### config.mk
export PLATFORM = sky130hd
export DESIGN_NAME = sha256_compress_flat
export DESIGN_NICKNAME = d
export VERILOG_FILES = /design/src/rtl/sha256_pkg.sv /design/src/rtl/sha256_compress_if.sv /design/src/rtl/sha256_round.sv /design/src/rtl/sha256_compress.sv /design/src/flat_wrapper.sv
export SDC_FILE = /design/constraint.sdc
export NUM_CORES = 2
export LEC_CHECK = 0
export ABC_AREA = 1
export BUFFER_PORTS_ARGS = -buffer_cell sky130_fd_sc_hd__buf_2
export CORE_MARGIN = 8
export CORE_UTILIZATION = 58
export DETAILED_ROUTE_END_ITERATION = 10
export GPL_TIMING_DRIVEN = 1
export PLACE_DENSITY_LB_ADDON = 0.08
export SLEW_MARGIN = 20
export SYNTH_ARGS = -nofsm -noshare
export SYNTH_HDL_FRONTEND = slang
export SYNTH_SLANG_ARGS = --single-unit
### constraint.sdc
create_clock -name clk -period 9.15 [get_ports clk]
set_clock_uncertainty 0.05 [all_clocks]
set_input_delay 0.4575 -clock clk [delete_from_list [all_inputs] [get_ports clk]]
set_output_delay 0.4575 -clock clk [all_outputs]
set_load 0.03 [all_outputs]
### src/rtl/sha256_pkg.sv
// rtl/sha256_pkg.sv - SHA-256 constants, state encoding and round functions
package sha256_pkg;

    localparam logic [31:0] K [64] = '{
        32'h428a2f98, 32'h71374491, 32'hb5c0fbcf, 32'he9b5dba5,
        32'h3956c25b, 32'h59f111f1, 32'h923f82a4, 32'hab1c5ed5,
        32'hd807aa98, 32'h12835b01, 32'h243185be, 32'h550c7dc3,
        32'h72be5d74, 32'h80deb1fe, 32'h9bdc06a7, 32'hc19bf174,
        32'he49b69c1, 32'hefbe4786, 32'h0fc19dc6, 32'h240ca1cc,
        32'h2de92c6f, 32'h4a7484aa, 32'h5cb0a9dc, 32'h76f988da,
        32'h983e5152, 32'ha831c66d, 32'hb00327c8, 32'hbf597fc7,
        32'hc6e00bf3, 32'hd5a79147, 32'h06ca6351, 32'h14292967,
        32'h27b70a85, 32'h2e1b2138, 32'h4d2c6dfc, 32'h53380d13,
        32'h650a7354, 32'h766a0abb, 32'h81c2c92e, 32'h92722c85,
        32'ha2bfe8a1, 32'ha81a664b, 32'hc24b8b70, 32'hc76c51a3,
        32'hd192e819, 32'hd6990624, 32'hf40e3585, 32'h106aa070,
        32'h19a4c116, 32'h1e376c08, 32'h2748774c, 32'h34b0bcb5,
        32'h391c0cb3, 32'h4ed8aa4a, 32'h5b9cca4f, 32'h682e6ff3,
        32'h748f82ee, 32'h78a5636f, 32'h84c87814, 32'h8cc70208,
        32'h90befffa, 32'ha4506ceb, 32'hbef9a3f7, 32'hc67178f2
    };

    localparam logic [31:0] IV [8] = '{
        32'h6a09e667, 32'hbb67ae85, 32'h3c6ef372, 32'ha54ff53a,
        32'h510e527f, 32'h9b05688c, 32'h1f83d9ab, 32'h5be0cd19
    };

    // Working variables a..h; a sits in the top word so the packed form matches {H0..H7}.
    typedef struct packed {
        logic [31:0] a;
        logic [31:0] b;
        logic [31:0] c;
        logic [31:0] d;
        logic [31:0] e;
        logic [31:0] f;
        logic [31:0] g;
        logic [31:0] h;
    } work_t;

    localparam work_t IV_STATE = '{IV[0], IV[1], IV[2], IV[3], IV[4], IV[5], IV[6], IV[7]};

    typedef enum logic [2:0] {
        ST_IDLE,
        ST_LOAD,
        ST_ROUND,
        ST_FINAL,
        ST_DONE
    } state_t;

    function automatic logic [31:0] rotr(input logic [31:0] x, input int unsigned n);
        return (x >> n) | (x << (32 - n));
    endfunction

    function automatic logic [31:0] big_sigma0(input logic [31:0] x);
        return rotr(x, 2) ^ rotr(x, 13) ^ rotr(x, 22);
    endfunction

    function automatic logic [31:0] big_sigma1(input logic [31:0] x);
        return rotr(x, 6) ^ rotr(x, 11) ^ rotr(x, 25);
    endfunction

    function automatic logic [31:0] small_sigma0(input logic [31:0] x);
        return rotr(x, 7) ^ rotr(x, 18) ^ (x >> 3);
    endfunction

    function automatic logic [31:0] small_sigma1(input logic [31:0] x);
        return rotr(x, 17) ^ rotr(x, 19) ^ (x >> 10);
    endfunction

    function automatic logic [31:0] ch(input logic [31:0] e, input logic [31:0] f, input logic [31:0] g);
        return (e & f) ^ (~e & g);
    endfunction

    function automatic logic [31:0] maj(input logic [31:0] a, input logic [31:0] b, input logic [31:0] c);
        return (a & b) ^ (a & c) ^ (b & c);
    endfunction

endpackage

### src/rtl/sha256_compress_if.sv
// rtl/sha256_compress_if.sv - control, schedule-word and digest bundle of the compressor
interface sha256_compress_if;

    logic         C_start;
    logic         first_block;
    logic         W_valid;
    logic [31:0]  W_data;
    logic         busy;
    logic         digest_valid;
    logic [255:0] digest;

    modport master (
        output C_start, first_block, W_valid, W_data,
        input  busy, digest_valid, digest
    );

    modport slave (
        input  C_start, first_block, W_valid, W_data,
        output busy, digest_valid, digest
    );

endinterface

### src/rtl/sha256_round.sv
// rtl/sha256_round.sv - one combinational SHA-256 compression round
module sha256_round
    import sha256_pkg::*;
(
    input  work_t       cur,
    input  logic [31:0] k,
    input  logic [31:0] w,
    output work_t       nxt
);

    logic [31:0] t1;
    logic [31:0] t2;

    assign t1 = cur.h + big_sigma1(cur.e) + ch(cur.e, cur.f, cur.g) + k + w;
    assign t2 = big_sigma0(cur.a) + maj(cur.a, cur.b, cur.c);

    // Shift the working variables down one slot, injecting the new a and e.
    always_comb begin
        nxt   = cur;
        nxt.h = cur.g;
        nxt.g = cur.f;
        nxt.f = cur.e;
        nxt.e = cur.d + t1;
        nxt.d = cur.c;
        nxt.c = cur.b;
        nxt.b = cur.a;
        nxt.a = t1 + t2;
    end

endmodule

### src/rtl/sha256_compress.sv
// rtl/sha256_compress.sv - 64-round SHA-256 block compressor with chaining state
module sha256_compress
    import sha256_pkg::*;
#(
    parameter int WORD_W = 32,
    parameter int ROUNDS = 64
) (
    input  logic             clk,
    input  logic             reset,
    sha256_compress_if.slave bus
);

    localparam logic [5:0] LAST_ROUND = 6'(ROUNDS - 1);

    state_t state;
    state_t state_nxt;

    work_t  work;
    work_t  work_nxt;
    work_t  h_reg;
    work_t  h_sum;

    logic [5:0]   round_cnt;
    logic [255:0] digest_reg;
    logic         busy_c;
    logic         digest_valid_c;
    logic         last_round;

    assign last_round = (round_cnt == LAST_ROUND);

    sha256_round u_round (
        .cur (work),
        .k   (K[round_cnt]),
        .w   (bus.W_data),
        .nxt (work_nxt)
    );

    // Feed-forward: each chaining word plus its working variable, mod 2^32.
    always_comb begin
        h_sum = '0;
        for (int i = 0; i < 8; i++) begin
            h_sum[i*WORD_W +: WORD_W] = h_reg[i*WORD_W +: WORD_W] + work[i*WORD_W +: WORD_W];
        end
    end

    // State register; reset abandons any block in flight.
    always_ff @(posedge clk) begin
        if (!reset) begin
            state <= ST_IDLE;
        end else begin
            state <= state_nxt;
        end
    end

    // Next-state and status outputs; busy drops in DONE while digest_valid pulses.
    always_comb begin
        state_nxt      = state;
        busy_c         = 1'b0;
        digest_valid_c = 1'b0;
        case (state)
            ST_IDLE: begin
                if (bus.C_start) begin
                    state_nxt = ST_LOAD;
                end
            end
            ST_LOAD: begin
                busy_c    = 1'b1;
                state_nxt = ST_ROUND;
            end
            ST_ROUND: begin
                busy_c = 1'b1;
                if (bus.W_valid && last_round) begin
                    state_nxt = ST_FINAL;
                end
            end
            ST_FINAL: begin
                busy_c    = 1'b1;
                state_nxt = ST_DONE;
            end
            ST_DONE: begin
                digest_valid_c = 1'b1;
                state_nxt      = ST_IDLE;
            end
            default: begin
                state_nxt = ST_IDLE;
            end
        endcase
    end

    // Datapath: IV load, working-variable init, stall-aware rounds, feed-forward into H and digest.
    always_ff @(posedge clk) begin
        if (!reset) begin
            work       <= '0;
            h_reg      <= IV_STATE;
            digest_reg <= '0;
            round_cnt  <= '0;
        end else begin
            case (state)
                ST_IDLE: begin
                    if (bus.C_start && bus.first_block) begin
                        h_reg <= IV_STATE;
                    end
                end
                ST_LOAD: begin
                    work      <= h_reg;
                    round_cnt <= '0;
                end
                ST_ROUND: begin
                    if (bus.W_valid) begin
                        work      <= work_nxt;
                        round_cnt <= round_cnt + 6'd1;
                    end
                end
                ST_FINAL: begin
                    h_reg      <= h_sum;
                    digest_reg <= h_sum;
                end
                default: begin
                end
            endcase
        end
    end

    assign bus.busy         = busy_c;
    assign bus.digest_valid = digest_valid_c;
    assign bus.digest       = digest_reg;

endmodule

### src/flat_wrapper.sv
// flat-port wrapper written by rule: the top's interface ports become plain ports
module sha256_compress_flat import sha256_pkg::*;
#(
    parameter int WORD_W = 32,
    parameter int ROUNDS = 64
)
  (clk, reset, bus_C_start, bus_first_block, bus_W_valid, bus_W_data, bus_busy, bus_digest_valid, bus_digest);
  sha256_compress_if bus_i ();
  input  logic clk;
  input  logic reset;
  input wire logic [$bits(bus_i.C_start)-1:0] bus_C_start;
  input wire logic [$bits(bus_i.first_block)-1:0] bus_first_block;
  input wire logic [$bits(bus_i.W_valid)-1:0] bus_W_valid;
  input wire logic [$bits(bus_i.W_data)-1:0] bus_W_data;
  output wire logic [$bits(bus_i.busy)-1:0] bus_busy;
  output wire logic [$bits(bus_i.digest_valid)-1:0] bus_digest_valid;
  output wire logic [$bits(bus_i.digest)-1:0] bus_digest;
  assign bus_i.C_start = bus_C_start;
  assign bus_i.first_block = bus_first_block;
  assign bus_i.W_valid = bus_W_valid;
  assign bus_i.W_data = bus_W_data;
  assign bus_busy = bus_i.busy;
  assign bus_digest_valid = bus_i.digest_valid;
  assign bus_digest = bus_i.digest;
  sha256_compress #(.WORD_W(WORD_W), .ROUNDS(ROUNDS)) u_core (.clk(clk), .reset(reset), .bus(bus_i));
endmodule
==> run metrics <==
status complete, no violations; share of power burned in registers 16.4%; Iteration-0 DRC Markers 7913; initial antenna violation count 5; total gr overflow 0; Worst Path Arrival 9090 ps; CTS Hold Buffers Added 0; max-cap violation count 0; CP Capture Type flip-flop; power share of the clock group 13.3%; cell at the slowest stage of the critical path o21ai_0; maximum vdd ir drop 0.0005187 V; Fillers 8636; vias 59.38k; CP max stage delay 910 ps; port bufs 294; synthesized area per cell 6.820 µm²; Detailed Routing Iterations Pass 1 8; CP max FO 12; clock sink count 777; Wirelength per Cell 23.93 µm; H-tree levels 3; nets 8687; std cell rows 113; worst slew pin tran 1142 ps; CP top delay family adder cells; f_max 116.4 MHz; reg2reg setup slack 560 ps; worst reg2reg path depth 36; fin crit period 8591 ps; number of global-route vias before repair 54.89k; Required @ worst endpoint 9650 ps; worst hold path class in2reg; Top FF cell, synth dfxtp_1; CORE AREA 0.09459 mm²; synth warn 0; Crit Path Category reg2reg; WL final 227300 µm; crit path buf inv count 5; leakage 0.02935 µW; die area 0.1052 mm²; PwrDens 460.5 mW/mm²; Multi-input gate area 0.03455 mm²; Reg clk slew, reported paths 70 ps; setup TNS 0 ps; Critical R2R Capture u_core.work[251]; Max-slew headroom 23.85%; clk_lat worst skew 700 ps; die height 324.4 µm; fin crit share 93.90%; Min-Delay Path Depth 3; Synth cell types 69; Mapped Nets 8619; die width 324.4 µm; final hold vios 0; global-route wire length before repair 338000 µm; post-cts resize count 0; Post-CTS Setup Bufs 0; TritonCTS Buffers 87; register area share after synthesis 28.19%; clk root buf clkbuf_16; # setup viols final 0; CP Launch Type flip-flop; Final ANT Viol Nets 0; HP Start bus_W_valid; DRC 0; GRT Overall Usage 40.69%; Slew Viols, Final 0; Synth Register Bits 777; internal power 12160 µW; cell count after synthesis 8090; RSZ-0062 raised after global routing false; Worst Hold End u_core.state[0]; Psw 15620 µW; HPWL after DPL 172500 µm; Area Growth Syn to Fin 9.316%; Max Buffers Root-to-Sink 3; RePlAce Congestion 1.063; Tot Pwr 27770 µW; critical register-to-register path startpoint u_core.round_cnt[0]; CP startpoint u_core.round_cnt[0]; Via density 6.252; CTS tree built; Initial Utilization 58.33%; Mapped Area 0.05517 mm²; async set or reset register ratio after synthesis 0%; Gate power share 70.3%; Switching Share 56.23%; Ports 295; share of layout cells above drive strength 1 7.752%; number of synthesized flops with an enable pin 0; Register Area 0.01556 mm²; largest net degree at the start of global routing 254
## power by group through the flow
stage          clock [µW]  sequential (µW)  combinational [µW]
6_report             3690             4550               19500
5_1_grt              3820             4530               21300
4_1_cts              3700             4470               18900
3_5_place_dp            0             4540               18800
3_3_place_gp            0             4530               18700
2_1_floorplan           0             4180               13300
## worst max path at each step
| stage | end | slack (ps) | depth (start not counted) |
|---|---|---|---|
| floorplan | u_core.work[254] | 2040 | 38 |
| global placement | u_core.work[251] | 780 | 39 |
| detailed placement | u_core.work[251] | 630 | 39 |
| CTS | u_core.work[251] | 600 | 39 |
| global route | u_core.work[251] | 10 | 39 |
| finish | u_core.work[251] | 560 | 36 |
## cells by family (layout without fill, tap and decap cells)
| group | count (synthesis) | in the layout | share of synthesized area [%] |
|---|---|---|---|
| AO/OA/AOI/OAI | 2275 | 2275 | 23.72 |
| XOR/XNOR | 205 | 205 | 3.254 |
| adder cells (fa/ha/maj) | 493 | 493 | 12.99 |
| buffers and inverters | 1329 | 1469 | 9.235 |
| flip-flops | 777 | 777 | 28.19 |
| multiplexers | 11 | 11 | 0.1996 |
| other | 0 | 3 | 0 |
| AND/OR/NAND/NOR | 3000 | 3000 | 22.41 |
## final cells by class
cell class / instances / area share [%]
multi-input combinational: 5984 / 57.28
sequential: 777 / 25.79
inverter: 937 / 5.873
clock buffer: 122 / 4.182
timing repair buffer: 371 / 3.498
tap: 1265 / 2.624
clock inverter: 39 / 0.7323
antenna: 3 / 0.01245
## worst reg2reg max path, delay by kind of cell, from the launching register on
kind / cells / cell delay [ps]
xor+xnor: 1 / 200
buf+inv: 5 / 540
compound gates: 12 / 2890
flops: 1 / 470
simple gates: 11 / 1400
fa+ha+maj: 7 / 2920
## per-layer routing
metal	track usage [%]	vias to the layer above	wire length, µm
met1	54.24	27690	90180
li1	-	27270	-
met4	21.93	4	14460
met5	0	-	27
met2	59.21	3722	93140
met3	11.54	700	29510
## metrics by stage
stage,hold slack [ps],std cells,area [µm²],setup slack (ps),utilization [%]
global route,143.9,9495,60300,14.83,63.75
detailed placement,402.2,9334,57340,628.3,60.62
floorplan,406.9,8090,55170,2038,-
CTS,92.78,9495,60300,604.1,63.75
finish,127.2,9498,60310,558.6,63.76
global placement,400.0,9334,57340,782.6,60.62
## cells in the final DEF (no fill, tap or decap), types with 11 or more instances in the layout
cell type,count
a21oi_1,842
nand2_1,1926
ha_1,359
nor3_1,77
o21ai_0,681
xnor2_1,104
o21a_1,15
a211oi_1,14
a31oi_1,238
o21ai_2,18
nand4_1,43
o221ai_1,11
o21ai_1,25
mux2i_1,11
dfxtp_1,776
fa_1,133
buf_4,73
o21bai_1,81
or2_2,24
a21boi_0,12
clkbuf_8,15
a221oi_1,16
a21o_1,91
clkbuf_16,90
inv_1,923
nand3_1,406
nor2_1,437
nand3b_1,15
o22ai_1,20
a21oi_2,15
nor4_1,21
buf_2,293
o211ai_1,137
clkinv_2,17
xor2_1,101
clkbuf_1,17
## synth_stat cells (15+ instances only)
| library cell | number | area share, % |
|---|---|---|
| o21a_1 | 15 | 0.20 |
| ha_1 | 359 | 8.1 |
| or2_2 | 24 | 0.27 |
| buf_2 | 82 | 0.74 |
| o211ai_1 | 137 | 1.9 |
| nand3b_1 | 15 | 0.20 |
| a31oi_1 | 238 | 2.7 |
| nand4_1 | 43 | 0.49 |
| nand3_1 | 407 | 3.7 |
| o21ai_2 | 18 | 0.29 |
| a21oi_1 | 842 | 7.6 |
| o21ai_0 | 682 | 6.2 |
| nor3_1 | 77 | 0.70 |
| o21bai_1 | 81 | 1.1 |
| a221oi_1 | 16 | 0.25 |
| xor2_1 | 101 | 1.6 |
| dfxtp_1 | 777 | 28 |
| nand2_1 | 1928 | 13 |
| nor2_1 | 437 | 3.0 |
| o22ai_1 | 20 | 0.23 |
| a21oi_2 | 15 | 0.24 |
| fa_1 | 133 | 4.8 |
| o21ai_1 | 24 | 0.22 |
| clkbuf_1 | 288 | 2.0 |
| a21o_1 | 91 | 1.2 |
| buf_1 | 21 | 0.14 |
| nor4_1 | 21 | 0.24 |
| inv_1 | 924 | 6.3 |
| xnor2_1 | 104 | 1.7 |
(Power assumes the default switching activity.)
